==> src/rtl/pipeline_pkg.sv <==
// rtl/pipeline_pkg.sv - shared state encodings and payload sizing for pipeline stage buffers
package pipeline_pkg;

    typedef enum logic [1:0] {
        ST_EMPTY = 2'd0,
        ST_FULL  = 2'd1,
        ST_SKID  = 2'd2
    } buf_state_t;

    localparam int PAYLOAD_W = 32 + 32 + 1;

    // Payload is packed as {pc, inst, bubble}.
    function automatic int payload_w(input int addr_w, input int data_w);
        return addr_w + data_w + 1;
    endfunction

endpackage

==> src/rtl/pipeline_entry_reg.sv <==
// rtl/pipeline_entry_reg.sv - payload register with load enable, sync clear and async reset
module pipeline_entry_reg
    import pipeline_pkg::*;
#(
    parameter int W = PAYLOAD_W
) (
    input  logic         clk,
    input  logic         rst,
    input  logic         i_clr,
    input  logic         i_load,
    input  logic [W-1:0] i_d,
    output logic [W-1:0] o_q
);

    logic [W-1:0] r_q;

    always_ff @(posedge clk or posedge rst) begin
        if (rst) begin
            r_q <= '0;
        end else if (i_clr) begin
            r_q <= '0;
        end else if (i_load) begin
            r_q <= i_d;
        end
    end

    assign o_q = r_q;

endmodule

==> src/rtl/pipeline_stage_buf.sv <==
// rtl/pipeline_stage_buf.sv - valid/ready inter-stage buffer for {pc, inst, bubble} with optional skid entry
module pipeline_stage_buf
    import pipeline_pkg::*;
#(
    parameter int DATA_WIDTH = 32,
    parameter int ADDR_WIDTH = 32,
    parameter bit SKID_EN    = 1'b1
) (
    input  logic                  clk,
    input  logic                  rst,
    input  logic                  flush,
    input  logic                  in_valid,
    output logic                  in_ready,
    input  logic [ADDR_WIDTH-1:0] in_pc,
    input  logic [DATA_WIDTH-1:0] in_inst,
    input  logic                  in_bubble,
    output logic                  out_valid,
    input  logic                  out_ready,
    output logic [ADDR_WIDTH-1:0] out_pc,
    output logic [DATA_WIDTH-1:0] out_inst,
    output logic                  out_bubble,
    output logic [1:0]            level
);

    localparam int PW = payload_w(ADDR_WIDTH, DATA_WIDTH);

    buf_state_t      r_state;
    logic            w_in_fire;
    logic            w_out_fire;
    logic            w_main_load;
    logic            w_main_bubble;
    logic [PW-1:0]   w_in_payload;
    logic [PW-1:0]   w_main_d;
    logic [PW-1:0]   w_main_q;

    assign w_in_payload = {in_pc, in_inst, in_bubble};
    assign w_in_fire    = in_valid & in_ready & ~flush;
    assign w_out_fire   = out_valid & out_ready;

    assign out_valid = (r_state != ST_EMPTY);
    assign level     = r_state;
    assign {out_pc, out_inst, w_main_bubble} = w_main_q;
    assign out_bubble = ~out_valid | w_main_bubble;

    pipeline_entry_reg #(.W(PW)) u_main (
        .clk    (clk),
        .rst    (rst),
        .i_clr  (flush),
        .i_load (w_main_load),
        .i_d    (w_main_d),
        .o_q    (w_main_q)
    );

    generate
        if (SKID_EN) begin : g_skid
            logic          r_in_ready;
            logic          w_skid_load;
            logic [PW-1:0] w_skid_q;

            // In SKID the head refills from the skid entry; otherwise main takes the input.
            assign w_main_load = (r_state == ST_SKID) ? w_out_fire
                                : (w_in_fire & ((r_state == ST_EMPTY) | w_out_fire));
            assign w_main_d    = (r_state == ST_SKID) ? w_skid_q : w_in_payload;
            assign w_skid_load = (r_state == ST_FULL) & w_in_fire & ~w_out_fire;
            assign in_ready    = r_in_ready;

            pipeline_entry_reg #(.W(PW)) u_skid (
                .clk    (clk),
                .rst    (rst),
                .i_clr  (flush),
                .i_load (w_skid_load),
                .i_d    (w_in_payload),
                .o_q    (w_skid_q)
            );

            always_ff @(posedge clk or posedge rst) begin
                if (rst) begin
                    r_state    <= ST_EMPTY;
                    r_in_ready <= 1'b1;
                end else if (flush) begin
                    r_state    <= ST_EMPTY;
                    r_in_ready <= 1'b1;
                end else begin
                    case (r_state)
                        ST_EMPTY: begin
                            if (w_in_fire) begin
                                r_state <= ST_FULL;
                            end
                        end
                        ST_FULL: begin
                            if (w_in_fire && !w_out_fire) begin
                                r_state    <= ST_SKID;
                                r_in_ready <= 1'b0;
                            end else if (!w_in_fire && w_out_fire) begin
                                r_state <= ST_EMPTY;
                            end
                        end
                        ST_SKID: begin
                            if (w_out_fire) begin
                                r_state    <= ST_FULL;
                                r_in_ready <= 1'b1;
                            end
                        end
                        default: begin
                            r_state    <= ST_EMPTY;
                            r_in_ready <= 1'b1;
                        end
                    endcase
                end
            end
        end else begin : g_single
            // Single entry: a stalled head may be replaced on the same edge it drains.
            assign in_ready    = ~out_valid | out_ready;
            assign w_main_load = w_in_fire;
            assign w_main_d    = w_in_payload;

            always_ff @(posedge clk or posedge rst) begin
                if (rst) begin
                    r_state <= ST_EMPTY;
                end else if (flush) begin
                    r_state <= ST_EMPTY;
                end else if (w_in_fire) begin
                    r_state <= ST_FULL;
                end else if (w_out_fire) begin
                    r_state <= ST_EMPTY;
                end
            end
        end
    endgenerate

endmodule

==> config.mk <==
export PLATFORM = sky130hd
export DESIGN_NAME = pipeline_stage_buf
export DESIGN_NICKNAME = d
export VERILOG_FILES = /design/src/rtl/pipeline_pkg.sv /design/src/rtl/pipeline_entry_reg.sv /design/src/rtl/pipeline_stage_buf.sv
export SDC_FILE = /design/constraint.sdc
export NUM_CORES = 1
export LEC_CHECK = 0
export BUFFER_PORTS_ARGS = -buffer_cell sky130_fd_sc_hd__buf_2
export CAP_MARGIN = 20
export CORE_ASPECT_RATIO = 1.4
export CORE_MARGIN = 8
export CORE_UTILIZATION = 50
export DETAILED_ROUTE_END_ITERATION = 10
export HOLD_SLACK_MARGIN = 0.02
export PLACE_DENSITY = 0.77
export SETUP_SLACK_MARGIN = 0.3
export SLEW_MARGIN = 20
export SYNTH_ARGS = -nofsm -noshare
export SYNTH_HDL_FRONTEND = slang
export SYNTH_SLANG_ARGS = --single-unit
==> constraint.sdc <==
create_clock -name clk -period 6.9 [get_ports clk]
set_clock_uncertainty 0.1 [all_clocks]
set_input_delay 0.69 -clock clk [delete_from_list [all_inputs] [get_ports clk]]
set_output_delay 0.69 -clock clk [all_outputs]
set_load 0.1 [all_outputs]
### Word-level counts from Yosys, hierarchy flattened

Index checks and enable logic that the tools add are counted.

| storage, ports and cells | value |
|---|---|
| bits of input ports | 70 |
| output and inout port bits | 69 |
| bits in registers | 133 |
| logic and storage cells | 48 |

| cells by class | value |
|---|---|
| bitwise logic cells | 11 |
| mux-type cells | 16 |
| eq/ne operators | 7 |
| reduce and logical (&&, ||, !) cells | 10 |

Operators with widths:

| cell | count |
|---|---|
| 65-bit two-way mux | 5 |
| 2-bit two-way mux | 5 |
| 1-bit bitwise AND | 6 |
| 3-bit inequality test, second input constant | 2 |
| 2-bit one-hot mux with 3 select lines | 1 |
| 3-bit AND reduction | 2 |
| 2-bit nonzero test | 3 |
| 1-bit two-way mux | 4 |
| 4-bit by 2-bit inequality test with 1-bit output, second input constant | 1 |
| 3-bit by 2-bit inequality test with 1-bit output, second input constant | 1 |
| 1-bit inverter | 3 |
| 1-bit one-hot mux with 3 select lines | 1 |
| 2-bit by 1-bit equality test with 1-bit output, second input constant | 1 |
| 2-bit equality test, second input constant | 1 |
| 1-bit logical AND | 2 |
| 1-bit zero test | 2 |
| 2-bit zero test | 1 |
| 2-bit inequality test, second input constant | 1 |
| 1-bit bitwise OR | 2 |

### Depth between registers and ports, before layout

| logic depth | value |
|---|---|
| depth after elaboration | 8 |
| depth in mapped cells | 8 |
| gate-level depth less buffers | 6 |

### Cells and area by module

From an unflattened synthesis, not the netlist that was laid out.

| unflattened totals | value |
|---|---|
| cells, all modules | 520 |
| area total of the unflattened synthesis | 6646.4 um2 |

Modules (own cells, without submodules):

| module | area each (um2) | times used | cells an instance |
|---|---|---|---|
| pipeline_entry_reg | 2671.3 | 2 | 210 |
| pipeline_stage_buf | 1303.8 | 1 | 100 |

### Least setup slack after synthesis

OpenSTA, ideal clock, no wires.

| path | value |
|---|---|
| path kind | register -> output |
| start point | reg r_state[0] (netlist: level[0]) |
| end point | out out_bubble |
| data required time | 6.110 ns |
| buffers on the path | 1 |
| stages on the path, launching flop included | 4 |
| data arrival time | 2.375 ns |
| path slack | 3.735 ns |
| cell sequence | dfrtp_1 > buf_2 > or2_2 > nand2b_1 |

| on the way | value |
|---|---|
| longest elaborated chain between the ends | 3 |

RTL lines:

| item | line | RTL |
|---|---|---|
| start, declared | pipeline_stage_buf.sv:27 | `buf_state_t r_state;` |
| start signal, assigned | pipeline_stage_buf.sv:78 | `r_state <= ST_EMPTY;` |
| start signal, assigned | pipeline_stage_buf.sv:81 | `r_state <= ST_EMPTY;` |
| start signal, assigned | pipeline_stage_buf.sv:87 | `r_state <= ST_FULL;` |
| 2-bit nonzero test | pipeline_stage_buf.sv:40 | `assign out_valid = (r_state != ST_EMPTY);` |
| named net out_valid | pipeline_stage_buf.sv:17 | `output logic out_valid,` |
| 1-bit inverter | pipeline_stage_buf.sv:43 | `assign out_bubble = ~out_valid \| w_main_bubble;` |
| 1-bit bitwise OR | pipeline_stage_buf.sv:43 |  |
| end, declared | pipeline_stage_buf.sv:21 | `output logic out_bubble,` |

The timed path passes the listed nets, and every way through them passes these cells.

### Final worst setup path

| path | value |
|---|---|
| start point | in out_ready |
| end point | reg g_skid.u_skid.r_q[18] (netlist: g_skid.u_skid.o_q[18]) |

| on the way | value |
|---|---|
| longest elaborated chain between the ends | 4 |

RTL lines:

| item | line | RTL |
|---|---|---|
| start, declared | pipeline_stage_buf.sv:18 | `input logic out_ready,` |
| 1-bit bitwise AND | pipeline_stage_buf.sv:38 | `assign w_out_fire = out_valid & out_ready;` |
| 1-bit inverter | pipeline_stage_buf.sv:64 | `assign w_skid_load = (r_state == ST_FULL) & w_in_fire & ~w_out_fire;` |
| 1-bit bitwise AND | pipeline_stage_buf.sv:64 |  |
| 2-bit nonzero test (no line) | n/a |  |
| end signal, assigned | pipeline_entry_reg.sv:23 | `r_q <= i_d;` |
| end, declared | pipeline_entry_reg.sv:15 | `logic [W-1:0] r_q;` |

Every way passes these cells.
A chain may end at the register's enable or synchronous reset.

==> flow_summary_export.csv <==
group,metric,value,unit
setup_path,arrival,2.76,ns
drt,drt_iter0_markers,334,
timing,rsz0062_at_grt,"false",
logic_synthesis,synth_area,0.00711,sq mm
logic_synthesis,synth_edf_count,0,
logic_synthesis,syn_nets,764,
clock_network,cts.htree.levels,4,
drt,wire_per_inst,20.0,um
power_and_ir_drop,power.density,303,mW/mm^2
die,core,0.0139,sq mm
setup_path,cp_max_fo,71,
finish,nNetsFinal,785,
logic_synthesis,yosysTopAreaCell,"dfrtp_1",
finish,final_common_cell,"buf_2",
place,dp_hpwl,11.0,mm
drt,routed_via_density,6.09,
global_routing,grt_pass1_wl,29.4,mm
clock_network,cts_buffers,17,
die,num_rows,51,
min_path,hp-class,"primary input to asynchronous set/reset pin",
global_routing,grt-ovfl-total,0,
timing,timing.final.max_slew_violations,0,
global_routing,track_usage,0.204,
die,die_area,0.0184,sq mm
clock_network,clk_path_buf_depth,2,
clock_network,cts_hold_buf,0,
timing,worst_slew_pin_slew,1.05,ns
timing,hold_ws,0.338,ns
logic_synthesis,synth.distinct_cells,31,
place,routabilityCongestion,0.752,
setup_path,path_class,"primary input to register",
logic_synthesis,synth.avg_cell_area,10.3,sq um
die,dieWidth,117,um
timing,finalHoldViolCount,0,
clock_network,cts-root-buf,"clkbuf_16",
finish,diodes,0,
timing,setup_viol,0,
power_and_ir_drop,p_leak,3.79,nW
logic_synthesis,async_flop_share,1.00,
status,run_status,"finished clean",
global_routing,grt_pass1_vias,5798,
logic_synthesis,ys_ff_latch,133,
drt,vias,5552,
logic_synthesis,netlist_top_cells_area,"dfrtp_1, mux2i_1, a211oi_2",
drt,wirelength,18.3,mm
setup_path,end_kind,"register",
setup_path,critPathLaunchType,"primary input",
timing,setup_tns,0,ns
logic_synthesis,netlist.area_leader.share,0.464,
power_and_ir_drop,vdd_ir_drop_max,0.000162,V
logic_synthesis,synth_cells,693,
setup_path,critPathRequiredTime,7.04,ns
clock_network,numClockSinks,133,
timing,slew_headroom,0.303,
logic_synthesis,dominantRegCellSynth,"dfrtp_1",
timing,fmax,0.382,GHz
die,ios,139,
clock_network,cts_tree,"yes",
clock_network,post_cts_buffers,0,
timing,min_period,2.61,ns
drt,dr.pass1.iters,4,
clock_network,clkSlewWorstSetupHoldPaths,0.06,ns
logic_synthesis,yosys_warnings,0,
finish,most-common-layout-cells,"buf_2, dfrtp_1, a21oi_1",
global_routing,grt_max_degree,89,
die,die_y,157,um
logic_synthesis,synth-seq-area-share,0.468,
drt,drc_errors,0,
place,portBuffers,138,
finish,drive_gt1_frac,0.323,
finish,nFillCells,1244,
clock_network,insertion_delay,0.41,ns
clock_network,post_cts_resized,0,
timing,period_share,0.379,
global_routing,antenna_found_initial,0,
die,start_util,0.511,
drt,ant_nets,0,
flow_run,maxCapViolations,0,
finish,area_delta_synth_final,10.5,%
## sequential cells by signal, summed over array words and instances (netlist names)
signal	flops
in_ready	1
g_skid.u_skid.o_q	65
u_main.o_q	65
level	2
## power breakdown
group | switching, W | leakage [nW] | total [W] | internal, W
combinational | 0.000530 | 1.73 | 0.000659 | 0.000129
sequential | 0.0000312 | 1.78 | 0.000866 | 0.000834
clock | 0.000327 | 0.269 | 0.000861 | 0.000534
## metrics by stage
step,std cells,power (W),utilization,area (sq um),setup WS [ns]
floorplan,693,0.00149,-,7110,2.56
global placement,879,0.00153,0.522,7270,4.06
detailed placement,879,0.00154,0.522,7270,3.95
CTS,911,0.00240,0.563,7830,4.29
global route,912,0.00247,0.565,7860,4.12
finish,912,0.00239,0.565,7860,4.29
## cell families (layout without fill, tap and decap cells)
logic type | Yosys count | count (layout) | synth area share
flip-flops | 133 | 133 | 0.468
AO/OA/AOI/OAI | 199 | 199 | 0.199
AND/OR/NAND/NOR | 147 | 147 | 0.119
multiplexers | 65 | 65 | 0.0915
adder cells (fa/ha/maj) | 1 | 1 | 0.00176
buffers and inverters | 148 | 182 | 0.121
## layer usage
layer | global-route usage | part of all wire | routed length, um | up-vias
li1 | - | - | - | 2554
met1 | 0.236 | 0.40 | 7310 | 2778
met2 | 0.359 | 0.52 | 9530 | 209
met3 | 0.0475 | 0.069 | 1260 | 11
met4 | 0.0649 | 0.0096 | 176 | 0
met5 | 0 | 0 | 0 | -
## synth_stat cells (all sizes together) (2+ instances only)
| master | count |
|---|---|
| a211oi | 65 |
| a21oi | 66 |
| buf | 90 |
| clkbuf | 55 |
| dfrtp | 132 |
| inv | 3 |
| mux2i | 65 |
| nand2 | 3 |
| nand2b | 2 |
| nand3 | 65 |
| nor2 | 3 |
| nor4 | 65 |
| o21ai | 65 |
## worst max-delay path, stage by stage
cell and delay [ns]:
buf_2 0.09, buf_4 0.51, clkinv_2 0.90, nand3_1 0.37, a21oi_1 0.10
## final timing paths
check	slack, ns	end	depth (start not counted)	start
max in group asynchronous	5.27	g_skid.u_skid.o_q[21]$_DFFE_PP0P_	3	rst
min reg2reg	0.44	g_skid.u_skid.o_q[0]$_DFFE_PP0P_	2	g_skid.u_skid.o_q[0]$_DFFE_PP0P_
min	0.34	u_main.o_q[51]$_DFFE_PP0P_	2	rst
max	4.29	g_skid.u_skid.o_q[18]$_DFFE_PP0P_	5	out_ready
max reg2reg	4.32	g_skid.u_skid.o_q[33]$_DFFE_PP0P_	4	level[1]$_DFFE_PP0P_
min in group clk	0.43	g_skid.u_skid.o_q[4]$_DFFE_PP0P_	3	in_inst[3]
## layout make-up
type                       count  area [sq um]  share of cell area
clock buffer                  25           495              0.0630
clock inverter                 7          71.3             0.00907
inverter                       3          17.5             0.00223
multi-input combinational    412          2940               0.373
sequential                   133          3330               0.423
tap                          185           231              0.0294
timing repair buffer         147           781              0.0993
Note: power is estimated with default switching activity, not from simulation.
